[src/rtl/mem_arb_pkg.sv]
// Shared types for the unified memory port arbiter: FSM states, owner encoding
// and default bus widths.
package mem_arb_pkg;

   localparam int ADDR_W_DEF = 32;
   localparam int DATA_W_DEF = 32;

   typedef enum logic [2:0] {
      IDLE,
      ISSUE,
      WAIT,
      CAPTURE,
      RESP
   } state_t;

   typedef enum logic {
      OWN_IF = 1'b0,
      OWN_DM = 1'b1
   } owner_t;

endpackage

[src/rtl/arb_pick.sv]
// Winner select between fetch and load/store requesters. Fixed DM priority with a
// starvation guard by default; ARB_ROUND_ROBIN_EN swaps in alternating priority.
module arb_pick
   import mem_arb_pkg::*;
#(
   parameter int STARVE_MAX = 4
) (
`ifdef ARB_ROUND_ROBIN_EN
   input  owner_t last_owner,
`else
   input  logic   clk,
   input  logic   reset,
   input  logic   grant,
`endif
   input  logic   if_req,
   input  logic   dm_req,
   output owner_t win
);

`ifdef ARB_ROUND_ROBIN_EN
   // The previous winner drops to low priority when both ask.
   always_comb begin
      win = OWN_DM;
      if (if_req && dm_req)
         win = (last_owner == OWN_DM) ? OWN_IF : OWN_DM;
      else if (if_req)
         win = OWN_IF;
   end
`else
   localparam int SC_W = $clog2(STARVE_MAX + 2);

   logic [SC_W-1:0] starve_cnt;

   always_comb begin
      win = OWN_DM;
      if (if_req && (!dm_req || starve_cnt == SC_W'(STARVE_MAX)))
         win = OWN_IF;
   end

   // Counts DM wins that left a fetch waiting; any fetch win clears it.
   always_ff @(posedge clk or posedge reset) begin
      if (reset) begin
         starve_cnt <= '0;
      end else if (grant) begin
         if (win == OWN_IF)
            starve_cnt <= '0;
         else if (if_req)
            starve_cnt <= starve_cnt + 1'b1;
      end
   end
`endif

endmodule

[src/rtl/mem_port_arbiter.sv]
// Single-port unified memory sequencer for the CPU: one command at a time, fixed
// latency, response routed back to the owner. ARB_ROUND_ROBIN_EN selects the arbiter flavour.
module mem_port_arbiter
   import mem_arb_pkg::*;
#(
   parameter int ADDR_W     = ADDR_W_DEF,
   parameter int DATA_W     = DATA_W_DEF,
   parameter int MEM_LAT    = 2,
   parameter int STARVE_MAX = 4
) (
   input  logic              clk,
   input  logic              reset,
   input  logic              if_req,
   input  logic [ADDR_W-1:0] if_addr,
   output logic              if_gnt,
   output logic              if_rvalid,
   output logic [DATA_W-1:0] if_rdata,
   input  logic              dm_req,
   input  logic              dm_we,
   input  logic [ADDR_W-1:0] dm_addr,
   input  logic [DATA_W-1:0] dm_wdata,
   output logic              dm_gnt,
   output logic              dm_rvalid,
   output logic [DATA_W-1:0] dm_rdata,
   output logic              mem_en,
   output logic              mem_we,
   output logic [ADDR_W-1:0] mem_addr,
   output logic [DATA_W-1:0] mem_wdata,
   input  logic [DATA_W-1:0] mem_rdata,
   output logic              busy
);

   localparam int              LC_W     = $clog2(MEM_LAT + 1);
   localparam logic [LC_W-1:0] LAT_LOAD = LC_W'((MEM_LAT > 1) ? MEM_LAT - 2 : 0);

   state_t          state;
   owner_t          owner;
   owner_t          win;
   logic [LC_W-1:0] lat_cnt;
   logic            is_store;
   logic            take;

   assign take = (state == IDLE) && (if_req || dm_req);

   arb_pick #(
      .STARVE_MAX (STARVE_MAX)
   ) u_pick (
`ifdef ARB_ROUND_ROBIN_EN
      .last_owner (owner),
`else
      .clk        (clk),
      .reset      (reset),
      .grant      (take),
`endif
      .if_req     (if_req),
      .dm_req     (dm_req),
      .win        (win)
   );

   always_ff @(posedge clk or posedge reset) begin
      if (reset) begin
         state     <= IDLE;
         owner     <= OWN_IF;
         lat_cnt   <= '0;
         is_store  <= 1'b0;
         if_gnt    <= 1'b0;
         dm_gnt    <= 1'b0;
         if_rvalid <= 1'b0;
         dm_rvalid <= 1'b0;
         if_rdata  <= '0;
         dm_rdata  <= '0;
         mem_en    <= 1'b0;
         mem_we    <= 1'b0;
         mem_addr  <= '0;
         mem_wdata <= '0;
         busy      <= 1'b0;
      end else begin
         if_gnt    <= 1'b0;
         dm_gnt    <= 1'b0;
         if_rvalid <= 1'b0;
         dm_rvalid <= 1'b0;
         mem_en    <= 1'b0;
         mem_we    <= 1'b0;
         case (state)
            IDLE: begin
               if (take) begin
                  state  <= ISSUE;
                  busy   <= 1'b1;
                  owner  <= win;
                  mem_en <= 1'b1;
                  if (win == OWN_DM) begin
                     dm_gnt    <= 1'b1;
                     mem_we    <= dm_we;
                     mem_addr  <= dm_addr;
                     mem_wdata <= dm_wdata;
                     is_store  <= dm_we;
                  end else begin
                     if_gnt    <= 1'b1;
                     mem_addr  <= if_addr;
                     mem_wdata <= '0;
                     is_store  <= 1'b0;
                  end
               end
            end
            ISSUE: begin
               lat_cnt <= LAT_LOAD;
               state   <= (MEM_LAT > 1) ? WAIT : CAPTURE;
            end
            WAIT: begin
               if (lat_cnt == '0)
                  state <= CAPTURE;
               else
                  lat_cnt <= lat_cnt - 1'b1;
            end
            // mem_rdata is valid in this cycle; stores ack with zero data.
            CAPTURE: begin
               state <= RESP;
               if (owner == OWN_IF) begin
                  if_rvalid <= 1'b1;
                  if_rdata  <= mem_rdata;
               end else begin
                  dm_rvalid <= 1'b1;
                  dm_rdata  <= is_store ? '0 : mem_rdata;
               end
            end
            RESP: begin
               state <= IDLE;
               busy  <= 1'b0;
            end
            default: state <= IDLE;
         endcase
      end
   end

endmodule

[config.mk]
export PLATFORM = sky130hd
export DESIGN_NAME = mem_port_arbiter
export DESIGN_NICKNAME = d
export VERILOG_FILES = /design/src/rtl/mem_arb_pkg.sv /design/src/rtl/arb_pick.sv /design/src/rtl/mem_port_arbiter.sv
export SDC_FILE = /design/constraint.sdc
export NUM_CORES = 1
export LEC_CHECK = 0
export CAP_MARGIN = 0
export CORE_AREA = 8 8 134 136
export CTS_CLUSTER_SIZE = 8
export DETAILED_ROUTE_END_ITERATION = 6
export DIE_AREA = 0 0 142 144
export PLACE_DENSITY = 0.87
export SLEW_MARGIN = 5
export SYNTH_ARGS = -nofsm -noshare
export SYNTH_HDL_FRONTEND = slang
export SYNTH_SLANG_ARGS = --single-unit
[constraint.sdc]
create_clock -name clk -period 3.93 [get_ports clk]
set_input_delay 0.393 -clock clk [delete_from_list [all_inputs] [get_ports clk]]
set_output_delay 0.393 -clock clk [all_outputs]
set_load 0.05 [all_outputs]
==> run metrics, run 1 <==
status=finished clean; CTS sink cnt=145; Post-synth ARST share=100%; H-tree depth=4; area leader, netlist=dfrtp_1; chip height=144 µm; DP HPWL=13100 µm; Worst setup EP type=flip-flop; gpl congestion=0.725; #FFs+latches synth=145; Post-Route Utilization=57.5%; RSZ-0062 raised after global routing=no; # hold bufs at CTS=0; Tot GR Track Use=17.1%; TritonCTS clock tree=built; Worst VDD drop=600 µV; synthesized instance count=456; power per cell area=1020 mW/mm²; Worst Setup Slack, final=1.68 ns; Layout Nets=848; DIE AREA=0.0204 mm²; Post-synth EDFFs=0; input/output buffers=267; Synth Cell Area=0.00585 mm²; Compound-Gate Fraction of Synth Area=15.2%; die width=142 µm; area of the multi-input gates=0.00199 mm²; Yosys Warn Count=0; post-CTS setup buffer count=0; max-cap viol count=0; top cells by area, synth=dfrtp_1 62%, mux2_2 6.2%, a221o_1 5.5%; vias in the first global route=5022; Worst setup SP type=flip-flop; Core ar.=0.0161 mm²; Post-Synth Simple-Gate Area=11.6%; 1st-iter DRT viols=192; initial antenna violation count=0; Arr. time, crit path=2.59 ns; starting density of the core=36.4%; Tcrit/Tclk final=57.2%; worst-case clock buffer depth=2; root buf cell=clkbuf_16; clock skew=0.0119 ns; Post-Synth Adder-Cell Area=0.642%; count leader, synth=dfrtp_1; post-layout minimum cycle time=2.25 ns; largest net degree at the start of global routing=69; Slew Viols, Final=0; Area Overhead vs Synth=57.8%; CTS Buf Count=17; Via density=4.93; DRC violations left=0; fill count=1323; WHS=0.470 ns; dpl ws=1.22 ns; DRT Pass-1 Iters=6; row cnt=47; antenna-violating nets left=0; top cells by count, synth=145 x dfrtp_1, 38 x nand2_1, 35 x a22o_1; Slew @ Worst Pin=0.897 ns; Congestion Overflow GR=0; leakage power=0.00386 µW; Synth Area in XOR/XNOR=0.150%; final hold vios=0; Setup-failing EPs final=0; mux cell area share after synthesis=6.16%; WL final=17600 µm; Synth Net Count=592; Achievable Freq=445 MHz; largest family of logic cells by synthesized area=compound AO/OA/AOI/OAI gates; final setup TNS=0 ns; clk slew on worst S/H paths=0.06 ns; Vias=4663; Avg WL per Cell=18.6 µm; Hold WC Path Type=in -> async; Cell variety after synth=32; clock insertion delay at the later pin of the skew report=0.41 ns; average size of a mapped cell=12.8 µm²; share of cells above drive strength 1=10.5%; Reg area=0.00363 mm²; post-synth top area share=62.1%; CP max FO=39; Seq/Total Area, Yosys=62.1%; Post-synth top flop=dfrtp_1; # IOs=268; kind of critical path=reg -> reg; post-CTS resize count=0; CP required=4.27 ns; global-route wire length before repair=27200 µm; Slew HR=40.2%
## power breakdown
group	total [µW]	internal, µW	switching, µW
combinational	5200	1870	3330
clock	1530	908	624
sequential	2640	2190	454
## cells by family (layout without fill, tap and decap cells)
logic type | after synthesis | count (layout)
DFF | 145 | 145
AOI/OAI and AO/OA | 112 | 112
other | 0 | 1
and+or+nand+nor | 118 | 118
xor gates and xnor gates | 1 | 1
muxes | 32 | 32
buffers and inverters | 45 | 313
adders and majority gates | 3 | 3
## layout by cell type (no fill, tap or decap), types with 8 or more instances in the layout
cell type	n
clkbuf_16	17
nand2_1	38
dfrtp_1	145
mux2_2	32
nor3b_1	33
buf_4	8
o21ai_0	34
a22o_1	35
clkdlybuf4s50_1	267
a221o_1	32
nand2b_1	32
## flip-flops by register name, indices dropped and copies added (netlist names), 2 cells and up
register,count
lat_cnt,2
if_rdata,32
dm_rdata,32
mem_wdata,32
state,3
mem_addr,32
u_pick.starve_cnt,3
## per-layer routing
layer	wire, µm	part of all wire [%]	GRT usage (%)
met1	6820	39	19.3
met5	0	0	0
met4	337	1.9	6.56
met2	8540	49	27.7
met3	1880	11	7.92
## final cells by class
class / instances / area share (%)
inverter: 7 / 0.325
multi-input combinational: 266 / 21.6
antenna: 1 / 0.0271
tap: 220 / 2.98
clock inverter: 10 / 1.13
sequential: 145 / 39.3
timing repair buffer: 275 / 29.6
clock buffer: 21 / 4.99
## stage by stage
step	cell area, µm²	cells	total power [µW]
floorplan	5850	456	6100
global placement	8660	913	7790
detailed placement	8660	913	7920
CTS	9220	944	9480
global route	9220	944	9810
finish	9230	945	9370
## worst paths after layout
path	cells after the start	slack, ns	from	to
min in group clk	2	0.48	dm_rdata[13]	dm_rdata[13]
setup / recovery	3	1.68	state[0]	mem_addr[15]
hold / removal	3	0.47	reset	if_rdata[6]
setup reg to reg	3	1.68	state[0]	mem_addr[15]
hold reg to reg	2	0.48	dm_rdata[13]	dm_rdata[13]
max in group asynchronous	3	2.83	reset	mem_addr[15]
## critical path, stage by stage (launching register included)
cell     delay [ns]
dfrtp_1        0.50
or4b_2         1.11
nor3b_1        0.40
a221o_1        0.17
Power figures use the tool's default switching activity.
==> run 2, diff against run 1 <==
--- a/config.mk
+++ b/config.mk
@@ -6,11 +6,11 @@
 export NUM_CORES = 1
 export LEC_CHECK = 0
 export CAP_MARGIN = 0
-export CORE_AREA = 8 8 134 136
+export CORE_AREA = 8 8 127 129
 export CTS_CLUSTER_SIZE = 8
 export DETAILED_ROUTE_END_ITERATION = 6
-export DIE_AREA = 0 0 142 144
-export PLACE_DENSITY = 0.87
+export DIE_AREA = 0 0 135 137
+export PLACE_DENSITY = 0.92
 export SLEW_MARGIN = 5
 export SYNTH_ARGS = -nofsm -noshare
 export SYNTH_HDL_FRONTEND = slang
==> constraint.sdc (replaced) <==
create_clock -name clk -period 2.3 [get_ports clk]
set_input_delay 0.23 -clock clk [delete_from_list [all_inputs] [get_ports clk]]
set_output_delay 0.23 -clock clk [all_outputs]
set_load 0.05 [all_outputs]
==> run 2 against run 1 <==
Flip-flop and latch count is the same. Hold slack lost 0.19 ns. Register-to-register slack lost 1.3 ns. Combinational power grew 74%. Final cell count shrank 3.4%. Critical path depth grew 1. First-iteration DRC count grew 8.3%. Total power grew 71%. Non-clock buffer count grew 4. Critical endpoint is now mem_addr[28].
==> run metrics, run 2 (synthesis results as in run 1) <==
cells on worst reg2reg path=4 (+1); # IOs=268 (unchanged); Tcrit/Tclk final=81.8% (+25 points); RR Endpoint=mem_addr[28]; final hold vios=0 (unchanged); global-route wire length before repair=28600 µm (+5.5%); clk slew on worst S/H paths=0.06 ns (about the same); clock insertion delay at the later pin of the skew report=0.41 ns (about the same); Post-Layout Inst Area=0.00919 mm² (-0.35%); row cnt=44 (-6.4%); initial antenna violation count=0 (unchanged); power per cell area=1740 mW/mm² (+71%); DRC violations left=0 (unchanged); Core ar.=0.0142 mm² (-12%); post-layout minimum cycle time=1.88 ns (-0.366 ns); antenna-violating nets left=0 (unchanged); leakage power=0.00389 µW (+0.59%); Tot GR Track Use=20.0% (+2.9 points); CP max FO=48 (+23%); CP required=2.60 ns (-1.67 ns); Total Power=16000 µW (+71%); most frequent cells in the layout=267 x clkdlybuf4s50_1, 145 x dfrtp_1, 38 x nand2_1, 35 x a22o_1, 34 x o21ai_0; TritonCTS clock tree=built; termination of the worst setup path=mem_addr[28]; Congestion Overflow GR=0 (unchanged); WL final=18400 µm (+4.5%); Hold WC Path Type=in -> async; 1st-iter DRT viols=208 (+8.3%); Vias=4772 (+2.3%); RSZ-0062 raised after global routing=no; Worst Setup Slack, final=0.419 ns (-1.26 ns); share of cells above drive strength 1=10.3% (-0.21 points); DIE AREA=0.0185 mm² (-9.6%); post-CTS setup buffer count=0 (unchanged); input/output buffers=267 (unchanged); largest net degree at the start of global routing=91 (+32%); # hold bufs at CTS=0 (unchanged); post-CTS resize count=0 (unchanged); Layout Nets=852 (+0.47%); Slew Viols, Final=0 (unchanged); Arr. time, crit path=2.18 ns (-0.41 ns); status=finished clean; root buf cell=clkbuf_16; DP HPWL=13700 µm (+4.7%); Avg WL per Cell=20.1 µm (+8.1%); clock skew=0.00661 ns (-0.00528 ns); Slew @ Worst Pin=0.864 ns (-0.0333 ns); chip height=137 µm (-4.9%); worst-case clock buffer depth=2 (unchanged); CTS Buf Count=17 (unchanged); R2R Setup Slk=0.42 ns (-1.26 ns); vias in the first global route=5290 (+5.3%); Slew HR=42.4% (+2.2 points); final setup TNS=0 ns (unchanged); CTS sink cnt=145 (unchanged); Via density=5.23 (+5.9%); Achievable Freq=532 MHz (+19%); die width=135 µm (-4.9%); max-cap viol count=0 (unchanged); Setup-failing EPs final=0 (unchanged); starting density of the core=41.2% (+4.7 points); Post-Place Cells=881 (-3.5%); Worst VDD drop=1290 µV (+120%); dpl ws=0.238 ns (-0.985 ns); crit path launch=state[0]; RR Startpoint=state[0]; DRT Pass-1 Iters=4 (-2); H-tree depth=4 (unchanged); most common cell after layout, fill and taps aside=clkdlybuf4s50_1; kind of critical path=reg -> reg; Worst setup EP type=flip-flop; Final Non-Filler Cells=913 (-3.4%); Cell Area, Placed=0.00868 mm² (+0.26%); gpl congestion=0.799 (+10%); Area Overhead vs Synth=57.2%; Worst setup SP type=flip-flop; antenna diode count=0 (-1)
[run 2: changes by cell type in the layout (fill, tap and decap cells not counted), sizes merged]
cell / previous run / this run
clkinvlp: 5 / 2
diode: 1 / 0
inv: 8 / 6
buf: 8 / 12
bufinv: 1 / 0
clkbuf: 21 / 26
clkinv: 3 / 5
[run 2: layer usage]
layer / up-vias / routed length [µm] / track usage, %
met5: - / 0 / 0
met4: 0 / 588 / 10.8
met3: 41 / 1960 / 8.11
met2: 261 / 9060 / 33.1
met1: 2299 / 6760 / 21.6
li1: 2171 / - / -
[run 2: how the worst min path moves through the flow]
stage          slack (ns)  depth (start not counted)    startpoint            end
3_3_place_gp         0.46                          2  dm_rdata[13]   dm_rdata[13]
3_5_place_dp         0.47                          2  dm_rdata[14]   dm_rdata[14]
5_1_grt              0.36                          3         reset  mem_wdata[10]
2_1_floorplan        0.36                          1         dm_we         mem_we
4_1_cts              0.32                          3         reset   mem_wdata[3]
6_report             0.28                          3         reset       is_store
[run 2: critical path, stage by stage, from the launching register on]
cell and delay [ns]:
dfrtp_1 0.37, or3_1 0.45, or2_2 0.36, buf_12 0.19, a221o_1 0.37
[run 2: final cells by class]
| cell class | instances | area (µm²) |
|---|---|---|
| flip-flops and latches | 145 | 3630 |
| inverters | 7 | 30.0 |
| multi-input cells | 266 | 1990 |
| well taps | 184 | 230 |
| clock buffers | 26 | 479 |
| repair buffers | 279 | 2800 |
| fillers | 1001 | 5010 |
| clock inverters | 6 | 32.5 |
[run 2: power by group]
group / switching [µW] / internal, µW / total, µW / leakage (µW)
Combinational: 5780 / 3280 / 9060 / 0.00183
Sequential: 777 / 3740 / 4520 / 0.00180
Clock: 978 / 1420 / 2400 / 0.000252
[run 2: stage by stage]
stage | hold slack [ns] | util, %
floorplan | 0.359 | -
detailed placement | 0.470 | 61.1
global placement | 0.463 | 61.1
CTS | 0.323 | 64.7
global route | 0.362 | 64.7
finish | 0.279 | 64.7
